**src/rtl/mult_seq_arbiter.sv**
```systemverilog
// Shift-and-add multiplier shared by two requesters under round-robin arbitration.
// One WIDTH-bit adder is reused over WIDTH cycles to produce each 2*WIDTH-bit product.
module mult_seq_arbiter #(
    parameter int WIDTH = 16
) (
    input  logic               clk,
    input  logic               rst,
    input  logic               req0_valid,
    input  logic [WIDTH-1:0]   req0_a,
    input  logic [WIDTH-1:0]   req0_b,
    output logic               req0_ready,
    input  logic               req1_valid,
    input  logic [WIDTH-1:0]   req1_a,
    input  logic [WIDTH-1:0]   req1_b,
    output logic               req1_ready,
    output logic               res_valid,
    output logic [2*WIDTH-1:0] res_data,
    output logic               res_tag,
    input  logic               res_ready,
    output logic               busy
);

    localparam int CW = (WIDTH > 2) ? $clog2(WIDTH) : 1;
    localparam logic [CW-1:0] LAST_COUNT = CW'(WIDTH - 1);

    typedef enum logic [1:0] {
        IDLE = 2'd0,
        RUN  = 2'd1,
        DONE = 2'd2
    } state_t;

    state_t             state_q;
    logic [WIDTH-1:0]   mcand_q;
    logic [WIDTH-1:0]   mplier_q;
    logic [WIDTH-1:0]   acc_q;
    logic [CW-1:0]      count_q;
    logic               tag_q;
    logic               last_served_q;
    logic               res_valid_q;
    logic [2*WIDTH-1:0] res_data_q;
    logic               res_tag_q;

    logic               grant0;
    logic               grant1;
    logic [WIDTH:0]     sum_d;
    logic [WIDTH-1:0]   acc_d;
    logic [WIDTH-1:0]   mplier_d;

    // Requester 0 wins a tie unless it was the one served last.
    assign grant0 = req0_valid & (~req1_valid | last_served_q);
    assign grant1 = req1_valid & ~grant0;

    assign req0_ready = (state_q == IDLE) & grant0;
    assign req1_ready = (state_q == IDLE) & grant1;

    // {acc, mplier} shifts right by one with the adder carry entering at the top.
    always_comb begin
        sum_d    = {1'b0, acc_q} + {1'b0, (mplier_q[0] ? mcand_q : {WIDTH{1'b0}})};
        acc_d    = sum_d[WIDTH:1];
        mplier_d = {sum_d[0], mplier_q[WIDTH-1:1]};
    end

    always_ff @(posedge clk or posedge rst) begin
        if (rst) begin
            state_q       <= IDLE;
            mcand_q       <= '0;
            mplier_q      <= '0;
            acc_q         <= '0;
            count_q       <= '0;
            tag_q         <= 1'b0;
            last_served_q <= 1'b1;
            res_valid_q   <= 1'b0;
            res_data_q    <= '0;
            res_tag_q     <= 1'b0;
        end else begin
            case (state_q)
                IDLE: begin
                    if (grant0) begin
                        mcand_q       <= req0_a;
                        mplier_q      <= req0_b;
                        acc_q         <= '0;
                        count_q       <= '0;
                        tag_q         <= 1'b0;
                        last_served_q <= 1'b0;
                        state_q       <= RUN;
                    end else if (grant1) begin
                        mcand_q       <= req1_a;
                        mplier_q      <= req1_b;
                        acc_q         <= '0;
                        count_q       <= '0;
                        tag_q         <= 1'b1;
                        last_served_q <= 1'b1;
                        state_q       <= RUN;
                    end
                end
                RUN: begin
                    acc_q    <= acc_d;
                    mplier_q <= mplier_d;
                    count_q  <= count_q + CW'(1);
                    if (count_q == LAST_COUNT) begin
                        res_data_q  <= {acc_d, mplier_d};
                        res_tag_q   <= tag_q;
                        res_valid_q <= 1'b1;
                        state_q     <= DONE;
                    end
                end
                DONE: begin
                    if (res_ready) begin
                        res_valid_q <= 1'b0;
                        state_q     <= IDLE;
                    end
                end
                default: state_q <= IDLE;
            endcase
        end
    end

    assign res_valid = res_valid_q;
    assign res_data  = res_data_q;
    assign res_tag   = res_tag_q;
    assign busy      = (state_q != IDLE);

endmodule
```
**config.mk**
```make
export PLATFORM = sky130hd
export DESIGN_NAME = mult_seq_arbiter
export DESIGN_NICKNAME = d
export VERILOG_FILES = /design/src/rtl/mult_seq_arbiter.sv
export SDC_FILE = /design/constraint.sdc
export NUM_CORES = 1
export LEC_CHECK = 0
export CORE_ASPECT_RATIO = 1.1
export CORE_MARGIN = 3
export CORE_UTILIZATION = 47
export DETAILED_ROUTE_END_ITERATION = 8
export DONT_BUFFER_PORTS = 1
export GPL_ROUTABILITY_DRIVEN = 0
export GPL_TIMING_DRIVEN = 0
export PLACE_DENSITY = 0.65
export SYNTH_ARGS = -nofsm -noshare
export SYNTH_HDL_FRONTEND = slang
export SYNTH_SLANG_ARGS = --single-unit
```
**constraint.sdc**
```tcl
create_clock -name clk -period 6.9 [get_ports clk]
set_clock_uncertainty 0.2 [all_clocks]
set_input_delay 2.07 -clock clk [delete_from_list [all_inputs] [get_ports clk]]
set_output_delay 2.07 -clock clk [all_outputs]
set_load 0.02 [all_outputs]
```
==> impl_metrics.prom <==
# TYPE chip_impl_metric gauge
chip_impl_info{name="status",value="complete, no violations"} 1
chip_impl_metric{name="grt_pass1_vias",unit=""} 3350
chip_impl_metric{name="ctsHoldBuffers",unit=""} 0
chip_impl_metric{name="layout.cells.non_filler",unit=""} 621
chip_impl_info{name="most-common-layout-cells",value="nand2_1, dfrtp_1, o21ai_1"} 1
chip_impl_metric{name="first_iter_violations",unit=""} 155
chip_impl_info{name="cp-endpoint",value="req1_ready"} 1
chip_impl_info{name="cp-start-kind",value="input pin"} 1
chip_impl_metric{name="post_route_cells_drive_above_1_share",unit="%"} 7.74
chip_impl_metric{name="worst_ep_arrival_time",unit="ns"} 3.30
chip_impl_metric{name="placement.setup.worst_slack",unit="ns"} 1.34
chip_impl_metric{name="clock_path_buffers",unit=""} 2
chip_impl_info{name="cp_slowest_cell",value="buf_2"} 1
chip_impl_metric{name="timing.hold.ws",unit="ns"} 0.284
chip_impl_metric{name="floorplan.initialDensity",unit="%"} 48.8
chip_impl_metric{name="cts_post_setup_buffers_inserted",unit=""} 0
chip_impl_metric{name="finalWirelength",unit="um"} 10500
chip_impl_metric{name="largest_vdd_supply_drop",unit="uV"} 186
chip_impl_metric{name="numCtsBuffers",unit=""} 9
chip_impl_metric{name="number_of_placement_rows",unit=""} 37
chip_impl_metric{name="netlist-cell-type-count",unit=""} 49
chip_impl_metric{name="switching_share",unit="%"} 42.2
chip_impl_metric{name="report.power.total",unit="mW"} 2.27
chip_impl_metric{name="grt_start_max_net_pins",unit=""} 55
chip_impl_info{name="layout_commonest_cell",value="nand2_1"} 1
chip_impl_metric{name="synth-async-reset-ratio",unit="%"} 100
chip_impl_metric{name="seq_area_frac_synth",unit="%"} 48.6
chip_impl_metric{name="die_area",unit="mm^2"} 0.0111
chip_impl_info{name="critPathLaunch",value="req1_valid"} 1
chip_impl_metric{name="worstPathBufferInverterCount",unit=""} 4
chip_impl_metric{name="worstSkewPairLatency",unit="ns"} 0.37
chip_impl_info{name="gate_family_responsible_for_the_most_delay_along_the_worst_path",value="buffers and inverters"} 1
chip_impl_metric{name="comb_power_share",unit="%"} 40.8
chip_impl_info{name="timing.critical_path.cells",value="buf_2 -> inv_1 -> o21ai_1 -> buf_2 -> buf_2 -> and3_1"} 1
chip_impl_metric{name="timing_worst_slew_pin_value",unit="ns"} 0.636
chip_impl_metric{name="synthesis.yosys.warnings",unit=""} 0
chip_impl_metric{name="top_level_ports",unit=""} 106
chip_impl_metric{name="hold-path-cell-count",unit=""} 2
chip_impl_metric{name="first_pass_iters",unit=""} 5
chip_impl_metric{name="coreArea",unit="mm^2"} 0.00949
chip_impl_info{name="r2r_start",value="mplier_q[0]"} 1
chip_impl_info{name="crit_path_end_kind",value="output port"} 1
chip_impl_metric{name="power.share.sequential",unit="%"} 43.8
chip_impl_metric{name="worst_slew_margin_rel",unit="%"} 57.6
chip_impl_metric{name="cp_max_fo",unit=""} 10
chip_impl_metric{name="drv_cap",unit=""} 0
chip_impl_metric{name="p_leak",unit="nW"} 2.41
chip_impl_metric{name="placed_cells",unit=""} 606
chip_impl_metric{name="cts_resized",unit=""} 0
chip_impl_metric{name="power.net_switching",unit="uW"} 958
chip_impl_info{name="cpMostUsedCell",value="buf_2"} 1
chip_impl_metric{name="layout-area-overhead-vs-synth",unit="%"} 7.77
chip_impl_metric{name="cellInternalPower",unit="mW"} 1.31
chip_impl_metric{name="viasPerCell",unit=""} 5.64
chip_impl_info{name="tritoncts",value="built"} 1
chip_impl_metric{name="power.share.clock",unit="%"} 15.5
chip_impl_info{name="r2r_end",value="res_data[29]"} 1
chip_impl_metric{name="accumulated_negative_setup_slack",unit="ns"} 0
chip_impl_metric{name="cellPowerDensity",unit="mW/mm^2"} 455
chip_impl_metric{name="antenna_cells_inserted",unit=""} 0
chip_impl_metric{name="endpoints_failing_setup",unit=""} 0
chip_impl_metric{name="buffer_ports.inserted",unit=""} 0
chip_impl_metric{name="timing_hold_violations_final",unit=""} 0
chip_impl_metric{name="dr_drc_count",unit=""} 0
chip_impl_metric{name="track_usage",unit="%"} 19.0
chip_impl_metric{name="timing_max_transition_violations_final",unit=""} 0
chip_impl_metric{name="h-tree-depth",unit=""} 3
chip_impl_metric{name="dp.final_hpwl",unit="um"} 7860
chip_impl_metric{name="antenna_violations_before_repair",unit=""} 0
chip_impl_metric{name="clock-sinks",unit=""} 90
chip_impl_metric{name="die_width",unit="um"} 101
chip_impl_metric{name="finish.net_count",unit=""} 587
chip_impl_metric{name="syn-cell-area",unit="mm^2"} 0.00464
chip_impl_metric{name="synth-edff-count",unit=""} 0
chip_impl_metric{name="via_count",unit=""} 3500
chip_impl_info{name="rsz0062_at_grt",value="no"} 1
chip_impl_info{name="synthTopCellsByArea",value="dfrtp_1, nand2_1, mux2i_1"} 1
chip_impl_metric{name="dpl-instance-area",unit="mm^2"} 0.00481
chip_impl_metric{name="global_route.overflow_total",unit=""} 0
chip_impl_metric{name="critical_path_required",unit="ns"} 4.63
chip_impl_metric{name="post-route-worst-setup-slack",unit="ns"} 1.33
chip_impl_metric{name="wire_length_of_the_first_global_routing_pass",unit="um"} 16400
chip_impl_metric{name="final.period_utilization",unit="%"} 80.8
chip_impl_metric{name="timing.critical_path.depth",unit=""} 6
chip_impl_metric{name="routedWlPerCell",unit="um"} 16.8
chip_impl_metric{name="fp.dieH",unit="um"} 110
chip_impl_info{name="worst_setup_path_class",value="input pin to output port"} 1
chip_impl_metric{name="final_core_utilization",unit="%"} 52.6
chip_impl_info{name="hp-class",value="flop to flop"} 1
chip_impl_metric{name="synth.top_cell.area_share",unit="%"} 48.0
chip_impl_metric{name="postSynthNetCount",unit=""} 575
chip_impl_info{name="synth_ff_type",value="dfrtp_1"} 1
chip_impl_metric{name="number_of_register_bits_inferred_by_synthesis",unit=""} 90
chip_impl_metric{name="clk_pin_slew_worst_paths",unit="ns"} 0.08
chip_impl_metric{name="fmaxAchievable",unit="MHz"} 179
chip_impl_metric{name="timing.critical_path.slowest_cell_delay",unit="ns"} 0.34
chip_impl_metric{name="finish.instance_area",unit="mm^2"} 0.00500
chip_impl_metric{name="regToRegSetupSlack",unit="ns"} 4.01
chip_impl_info{name="cell_taking_the_most_area_after_synthesis",value="dfrtp_1"} 1
chip_impl_metric{name="r2r_cells",unit=""} 9
chip_impl_info{name="root_buffer",value="clkbuf_8"} 1
chip_impl_metric{name="ant_nets",unit=""} 0
chip_impl_metric{name="syn-mean-instance-area",unit="um^2"} 9.50
chip_impl_metric{name="final.min_clock_period",unit="ns"} 5.57
chip_impl_metric{name="synthesis.instances",unit=""} 488
registers in the layout, summed over array words and instances, names as in the netlist, 2 cells and up:
name and cells:
count_q 4, res_data 32, state_q 2, mplier_q 16, acc_q 16, mcand_q 16
power groups by stage:
stage / combinational, mW / sequential [mW] / clock [mW]
2_1_floorplan: 0.747 / 0.953 / 0
3_5_place_dp: 0.925 / 1.01 / 0
4_1_cts: 0.929 / 0.998 / 0.356
6_report: 0.926 / 0.994 / 0.351
5_1_grt: 1.04 / 1.03 / 0.379
3_3_place_gp: 0.895 / 0.998 / 0
area by class of cell:
class / instances / area [um^2]
fillers: 885 / 4490
well taps: 117 / 146
inverters: 7 / 28.8
flip-flops and latches: 90 / 2250
repair buffers: 1 / 27.5
clock inverters: 5 / 56.3
clock buffers: 10 / 128
multi-input cells: 362 / 2230
plain buffers: 29 / 129
routing by layer:
metal | vias up | routed length [um] | track usage, % | part of all wire [%]
met5 | - | 0 | 0 | 0
met1 | 1677 | 4880 | 26.4 | 47
met2 | 104 | 4720 | 29.3 | 45
li1 | 1710 | - | - | -
met3 | 9 | 746 | 4.91 | 7.1
met4 | 0 | 107 | 5.49 | 1.0
kinds of logic after synthesis:
group	after synthesis	share of synthesized area, %
mux	35	7.83
xor+xnor	13	2.46
fa+ha+maj	18	5.02
buf+inv	36	3.35
flops	90	48.6
compound gates	129	17.4
simple gates	167	15.4
tightest hold or removal path, delay by kind of cell (launching register included):
family / cells / cell delay, ns
AO/OA/AOI/OAI: 1 / 0.06
flip-flops: 1 / 0.34
AND/OR/NAND/NOR: 1 / 0.05
cell usage after synthesis, types with 3 or more instances:
master    number
a21o_1         3
a21oi_1       18
a22o_1         7
a22oi_1       14
and2_1        17
buf_2         10
clkbuf_1      17
dfrtp_1       89
ha_1          17
inv_1          7
mux2i_1       31
nand2_1      107
nand3_1        9
nor2_1        21
o211ai_1       3
o21ai_0       31
o21ai_1       35
xnor2_1        6
xor2_1         7
worst min path at each step:
stage                     start           to  slack, ns
finish               mcand_q[4]   mcand_q[4]       0.28
global route        mcand_q[15]  mcand_q[15]       0.32
CTS                  mcand_q[5]   mcand_q[5]       0.29
detailed placement   mcand_q[5]   mcand_q[5]       0.27
global placement     mcand_q[5]   mcand_q[5]       0.26
floorplan                 tag_q      res_tag       0.24
(Power assumes the default switching activity.)
